$ cat config.mk
export PLATFORM = sky130hd
export DESIGN_NAME = pprr_141088
export DESIGN_NICKNAME = d
export VERILOG_FILES = /design/src/rtl/pprr_141088.sv
export SDC_FILE = /design/constraint.sdc
export NUM_CORES = 1
export LEC_CHECK = 0
export ABC_AREA = 1
export CORE_AREA = 2 2 43 45
export DETAILED_ROUTE_END_ITERATION = 10
export DIE_AREA = 0 0 45 47
export PLACE_DENSITY = 0.78
export SYNTH_ARGS = -nofsm -noshare
export SYNTH_HDL_FRONTEND = slang
export SYNTH_SLANG_ARGS = --single-unit
$ cat constraint.sdc
create_clock -name clk -period 5.7 [get_ports clk]
set_input_delay 0.855 -clock clk [delete_from_list [all_inputs] [get_ports clk]]
set_output_delay 0.855 -clock clk [all_outputs]
set_load 0.01 [all_outputs]
$ cat src/rtl/pprr_141088.sv
// -----------------------------------------------------------------------------
// pprr_141088 -- partial-product reduction-and-resolve stage of a 4x4 signed
// (two's-complement) modified Baugh-Wooley multiplier.
//
// The upstream generator supplies four 4-bit rows with the Baugh-Wooley
// complements already applied. This block compresses those rows, plus the
// correction constant 8'h90, through a carry-save tree down to two rows. An
// 8-bit ripple-carry adder then resolves the two rows. Only the result
// register is sequential, so latency is exactly one cycle.
//
// Ports:
//   clk        rising-edge clock
//   rst_n      synchronous active-low reset (priority over in_valid)
//   in_valid   pp0..pp3 carry a valid set of rows this cycle
//   pp3..pp0   partial-product rows; row i bit j has weight 2^(i+j)
//   y          registered signed product (holds while in_valid is low)
//   out_valid  y was loaded with a new result on the last edge
// -----------------------------------------------------------------------------
module pprr_141088 (
    input  logic       clk,
    input  logic       rst_n,
    input  logic       in_valid,
    input  logic [3:0] pp3,
    input  logic [3:0] pp2,
    input  logic [3:0] pp1,
    input  logic [3:0] pp0,
    output logic [7:0] y,
    output logic       out_valid
);

    // Half adder and full adder cells. Each returns {carry, sum}.
    function automatic logic [1:0] ha(input logic a, input logic b);
        return {a & b, a ^ b};
    endfunction

    function automatic logic [1:0] fa(input logic a, input logic b, input logic c);
        return {(a & b) | (a & c) | (b & c), a ^ b ^ c};
    endfunction

    // Initial column heights, including the correction bits at 4 and 7:
    //   col: 7 6 5 4 3 2 1 0
    //   h  : 1 1 2 4 4 3 2 1
    // Stage 1 reduces the tree to a maximum height of 3, and stage 2 reduces it to 2.

    // Stage 1
    logic [1:0] s1_c3;   // HA on column 3
    logic [1:0] s1_c4;   // FA on column 4

    assign s1_c3 = ha(pp0[3], pp1[2]);
    assign s1_c4 = fa(pp1[3], pp2[2], pp3[1]);

    // Stage 2
    logic [1:0] s2_c2;
    logic [1:0] s2_c3;
    logic [1:0] s2_c4;
    logic [1:0] s2_c5;

    assign s2_c2 = fa(pp0[2], pp1[1], pp2[0]);
    assign s2_c3 = fa(s1_c3[0], pp2[1], pp3[0]);
    // The correction bit at weight 2^4 enters the tree here as a constant FA input.
    assign s2_c4 = fa(s1_c4[0], 1'b1, s1_c3[1]);
    assign s2_c5 = fa(pp2[3], pp3[2], s1_c4[1]);

    // Two remaining rows. The correction bit at weight 2^7 rides in row_a[7].
    logic [7:0] row_a;
    logic [7:0] row_b;

    assign row_a = {1'b1, pp3[3], s2_c5[0], s2_c4[0], s2_c3[0], s2_c2[0], pp0[1], pp0[0]};
    assign row_b = {1'b0, s2_c5[1], s2_c4[1], s2_c3[1], s2_c2[1], 1'b0, pp1[0], 1'b0};

    // Ripple-carry resolve. The carry out of bit 7 is dropped, which gives the
    // mod-256 wrap, so bit 7 needs only its sum.
    logic [7:0] rc;
    logic [7:0] y_d;

    assign rc[0] = 1'b0;

    for (genvar k = 0; k < 7; k++) begin : g_rca
        assign {rc[k+1], y_d[k]} = fa(row_a[k], row_b[k], rc[k]);
    end

    assign y_d[7] = row_a[7] ^ row_b[7] ^ rc[7];

    // Output register
    logic [7:0] y_q;
    logic       out_valid_q;

    // NOTE: sequential state uses non-blocking assignments so every flop samples
    // pre-edge values; blocking here would create order-dependent simulation.
    always_ff @(posedge clk) begin
        if (!rst_n) begin
            y_q         <= 8'h00;
            out_valid_q <= 1'b0;
        end else begin
            out_valid_q <= in_valid;
            if (in_valid) begin
                y_q <= y_d;
            end
        end
    end

    assign y         = y_q;
    assign out_valid = out_valid_q;

endmodule

======== Word-level counts from Yosys, hierarchy flattened ========
Cells that the tools add are included.
word-level totals
  input port bits ......................... 19
  bits in latches ......................... 0
  memories ................................ 0
  register bits ........................... 9
  RAM bits ................................ 0
  ROM bits ................................ 0
operators by class
  add/subtract/negate cells ............... 0
  equal/unequal tests ..................... 0
  div/mod/pow operators ................... 0
  bitwise gates (word level) .............. 68
  multiplexer cells ....................... 0
  multipliers ............................. 0
  reductions and logical operators ........ 0
  magnitude comparators ................... 0
  shift-type cells ........................ 0
operators with widths
  kind               count
  1-bit bitwise AND  28
  1-bit XOR          20
  1-bit bitwise OR   18
  1-bit NOT          2

======== Depth between registers and ports, before layout ========
  depth in word-level cells ............... 16
  gate-level depth with buffers ........... 15

======== Worst setup path before layout ========
No wires, ideal clock.
  kind .................................... input port to flip-flop
  start point ............................. in pp1[2]
  end point ............................... reg y_q[6] (netlist: y[6])
  stages on the path ...................... 12
  path buffers ............................ 0
  slack ................................... 2.342 ns
  arrival time ............................ 3.297 ns
  library setup time ...................... 0.062 ns
  cell sequence ........................... ha_1 > fa_1 > fa_1 > inv_1 > fa_1 > inv_1 > fa_1 > inv_1 > fa_1 > nand2_4 > nand2_2 > nor2_2
on the way
  word-level cells in the longest chain between the ends .. 13
ends and longest elaborated chain
  what                           RTL line  RTL
  start, declared                25        input logic [3:0] pp1,
  1-bit XOR                      33        return {a & b, a ^ b};
  1-bit XOR (2 in a row)         37        return {(a & b) | (a & c) | (b & c), a ^ b ^ c};
  1-bit bitwise AND              37
  1-bit bitwise OR (2 in a row)  37
  1-bit bitwise AND              37
  1-bit bitwise OR (2 in a row)  37
  1-bit bitwise AND              37
  1-bit bitwise OR               37
  1-bit bitwise OR *             37
  1-bit XOR *                    37
  end signal, assigned           97        y_q <= y_d;
  end, declared                  85        logic [7:0] y_q;
Mark *: on every way between the ends. The rest lies on a longest branch, timed or not.
A chain may end at the register's enable or synchronous reset.

======== Worst setup path in the final report ========
  start point ............................. in pp2[0]
  end point ............................... reg y_q[6] (netlist: y[6])
on the way
  word-level cells in the longest chain between the ends .. 13
ends and longest elaborated chain
  what                           RTL line  RTL
  start, declared                24        input logic [3:0] pp2,
  1-bit bitwise AND              37
  1-bit bitwise OR (2 in a row)  37
  1-bit bitwise AND              37
  1-bit bitwise OR               37
  1-bit bitwise OR *             37
  1-bit bitwise AND              37
  1-bit bitwise OR               37
  1-bit bitwise OR *             37
  1-bit bitwise AND              37
  1-bit bitwise OR               37
  1-bit bitwise OR *             37
  1-bit XOR *                    37
Marked as above.

==> results.cfg <==
[run_status]
status = completed

[power_and_ir_drop]
p_sw_share_pct = 30.8
p_seq_share_pct = 36.3
pwr-share-comb_pct = 40.4
irDropWorstVdd_v = 0.0000729
power-per-cell-area_nw_per_um2 = 215
p_switching_mw = 0.0632
internal_power_mw = 0.142
leakagePower_nw = 0.491
pwr-share-clk_pct = 23.3

[setup_path]
reg2reg_to = y[4]$_SDFFE_PN0P_
cp_cell_sequence = clkdlybuf4s50_1, inv_1, fa_1, inv_1, ha_1, fa_1, inv_1, fa_1, inv_1, fa_1, inv_1, fa_1, nand2_4, nand2_2, nor2_2
worst-path-max-fanout = 1
critPathSlowestCell = fa_1
critPathMaxStageDelay_ns = 0.52
cp.depth = 15
r2r_slack_ns = 5.13
crit_required_ns = 5.90
arrival_ns = 3.86
worstSetupEndpointType = register
path_buf_inv = 6
critPathTopFamily = adder cells
reg2reg_depth = 2
start_kind = input port
r2r-start = y[4]$_SDFFE_PN0P_
worstSetupPathType = input port to register

[layout]
finish.utilization_pct = 57.8
n_antenna_cell = 0
nFillCells = 161
nets = 141
layout-drive-gt1-share_pct = 12.8
multiInputGateArea_sq_um = 367
layout-area-overhead-vs-synth_pct = 40.0
seqCellArea_sq_um = 180

[sta]
fin_skew_ns = 0
setup_tns_ns = 0
finalCritPeriodShare_pct = 64.3
period_minus_slack_ns = 3.67
rsz0062_at_grt = no
setup_violations = 0
slew_headroom_pct = 49.1
slew_violations = 0
timing.final.ws_setup_ns = 2.03
finalHoldViolCount = 0
tightest_slew_ns = 0.760
fmax_mhz = 273

[synth]
yosys.area.top_type = dfxtp_1
synth_area_sq_um = 682
yosysWarnings = 0
synthDistinctLibCells = 12
ys_seq_elements = 9
synth.area.top_cells = dfxtp_1 26%, fa_1 23%, inv_1 13%
syn-instance-count = 81
synth_top_area_share_pct = 26.4
ys_seq_area_share_pct = 26.4
synth_area_per_cell_sq_um = 8.42
syn_nets = 112

[clocking]
htreeDepth = 1
clkTransAtPathRegs_ns = 0.06
cts_tree = yes
cts_hold_buffers = 0
cts_setup_buffers = 0
cts_resized = 0
root_buffer = clkbuf_4
cts.sinks = 9
cts_buffers = 3
clkLatencyLatePin_ns = 0.25
clock_path_buffers = 2

[die]
die_area_sq_um = 2120
rows = 15
start_util_pct = 41.3
die_x_um = 45
fp.coreArea_sq_um = 1650
io_pins = 28
die_h_um = 47

[run]
maxCapViolCount = 0

[min_path]
worstHoldPathType = register to register
whs_path_depth = 2
min_to = y[7]$_SDFFE_PN0P_
hp-start = y[7]$_SDFFE_PN0P_

[detailed_routing]
finalWirelength_um = 989
wl_per_cell_um = 7.85
ant_nets = 0
drc = 0
drt_iter0_drc = 5
num_vias = 516
drt-pass1-iter-count = 2
viasPerCell = 4.10

[grt]
use_met1_pct = 13.1
grt_antenna_before_repair = 0
busiest_layer = met2
grt_pass1_vias = 452
grt_max_degree = 18
track_usage_pct = 11.8
grt_pass1_wl_mm = 1.77
use_met3_pct = 3.46
use_met2_pct = 20.9
overflow = 0

[placed_design]
post-place-ws_ns = 1.75
numPortBuffers = 27
post-dp-hpwl_um = 876
finalWeightedCongestion = 0.711
==> worst reg2reg max path, cell delays in order (launching register included) <==
cell and delay, ns:
dfxtp_1 0.32, nor2_2 0.08, nor2_1 0.06
==> sequential cells by signal, indices dropped and copies added (netlist names) <==
| name | cells |
|---|---|
| y | 8 |
| out_valid | 1 |
==> stage by stage <==
step | std cells | power (mW) | hold slack (ns) | instance area (sq um)
after floorplan | 81 | 0.129 | 0.489 | 682
after global placement | 122 | 0.158 | 0.454 | 928
after detailed placement | 122 | 0.160 | 0.459 | 928
after CTS | 126 | 0.209 | 0.468 | 955
after global routing | 126 | 0.225 | 0.486 | 955
final | 126 | 0.205 | 0.465 | 955
==> placed cells by master (no fill, tap or decap) <==
cell and instances:
clkbuf_4 3, ha_1 4, clkbuf_1 1, nand2_1 15, dfxtp_1 9, inv_1 24
clkdlybuf4s50_1 27, fa_1 8, nand2_2 1, nor2_1 7, nand2_4 1, nor2_2 9
==> metal layers <==
metal | wire length (um) | part of all wire [%]
met3 | 65 | 6.6
met5 | 0 | 0
met4 | 0 | 0
met1 | 425 | 43
met2 | 499 | 50
==> cells by family after synthesis <==
family	Yosys count	synth area share (%)
adder cells (fa/ha/maj)	12	30.8
AND/OR/NAND/NOR	33	22.9
flip-flops	9	26.4
buffers and inverters	27	19.8
==> power by group through the flow <==
stage,Sequential [mW],Combinational (mW),Clock [mW]
2_1_floorplan,0.0792,0.0497,0
3_3_place_gp,0.0757,0.0818,0
3_5_place_dp,0.0759,0.0845,0
4_1_cts,0.0745,0.0848,0.0492
5_1_grt,0.0753,0.0977,0.0522
6_report,0.0744,0.0828,0.0478
==> cells in the mapped netlist <==
cell type   n
nand2_4     1
nand2_1    15
ha_1        4
clkbuf_8    1
nor2_2      9
dfxtp_1     9
fa_1        8
buf_6       1
nor2_1      7
nand2_2     1
inv_1      24
buf_12      1
==> area by class of cell <==
class	count	area share (%)
Multi-Input combinational cell	45	38.4
Sequential cell	9	18.9
Timing Repair Buffer	27	28.3
Tap cell	17	2.23
Inverter	24	9.44
Clock buffer	4	2.75
==> worst max path at each step <==
stage               slack, ns                end   start
floorplan                2.34  y[6]$_SDFFE_PN0P_  pp1[2]
global placement         1.82  y[6]$_SDFFE_PN0P_  pp2[0]
detailed placement       1.75  y[6]$_SDFFE_PN0P_  pp2[0]
CTS                      2.02  y[6]$_SDFFE_PN0P_  pp2[0]
global route             1.85  y[6]$_SDFFE_PN0P_  pp2[0]
finish                   2.03  y[6]$_SDFFE_PN0P_  pp2[0]
(Power assumes the default switching activity.)
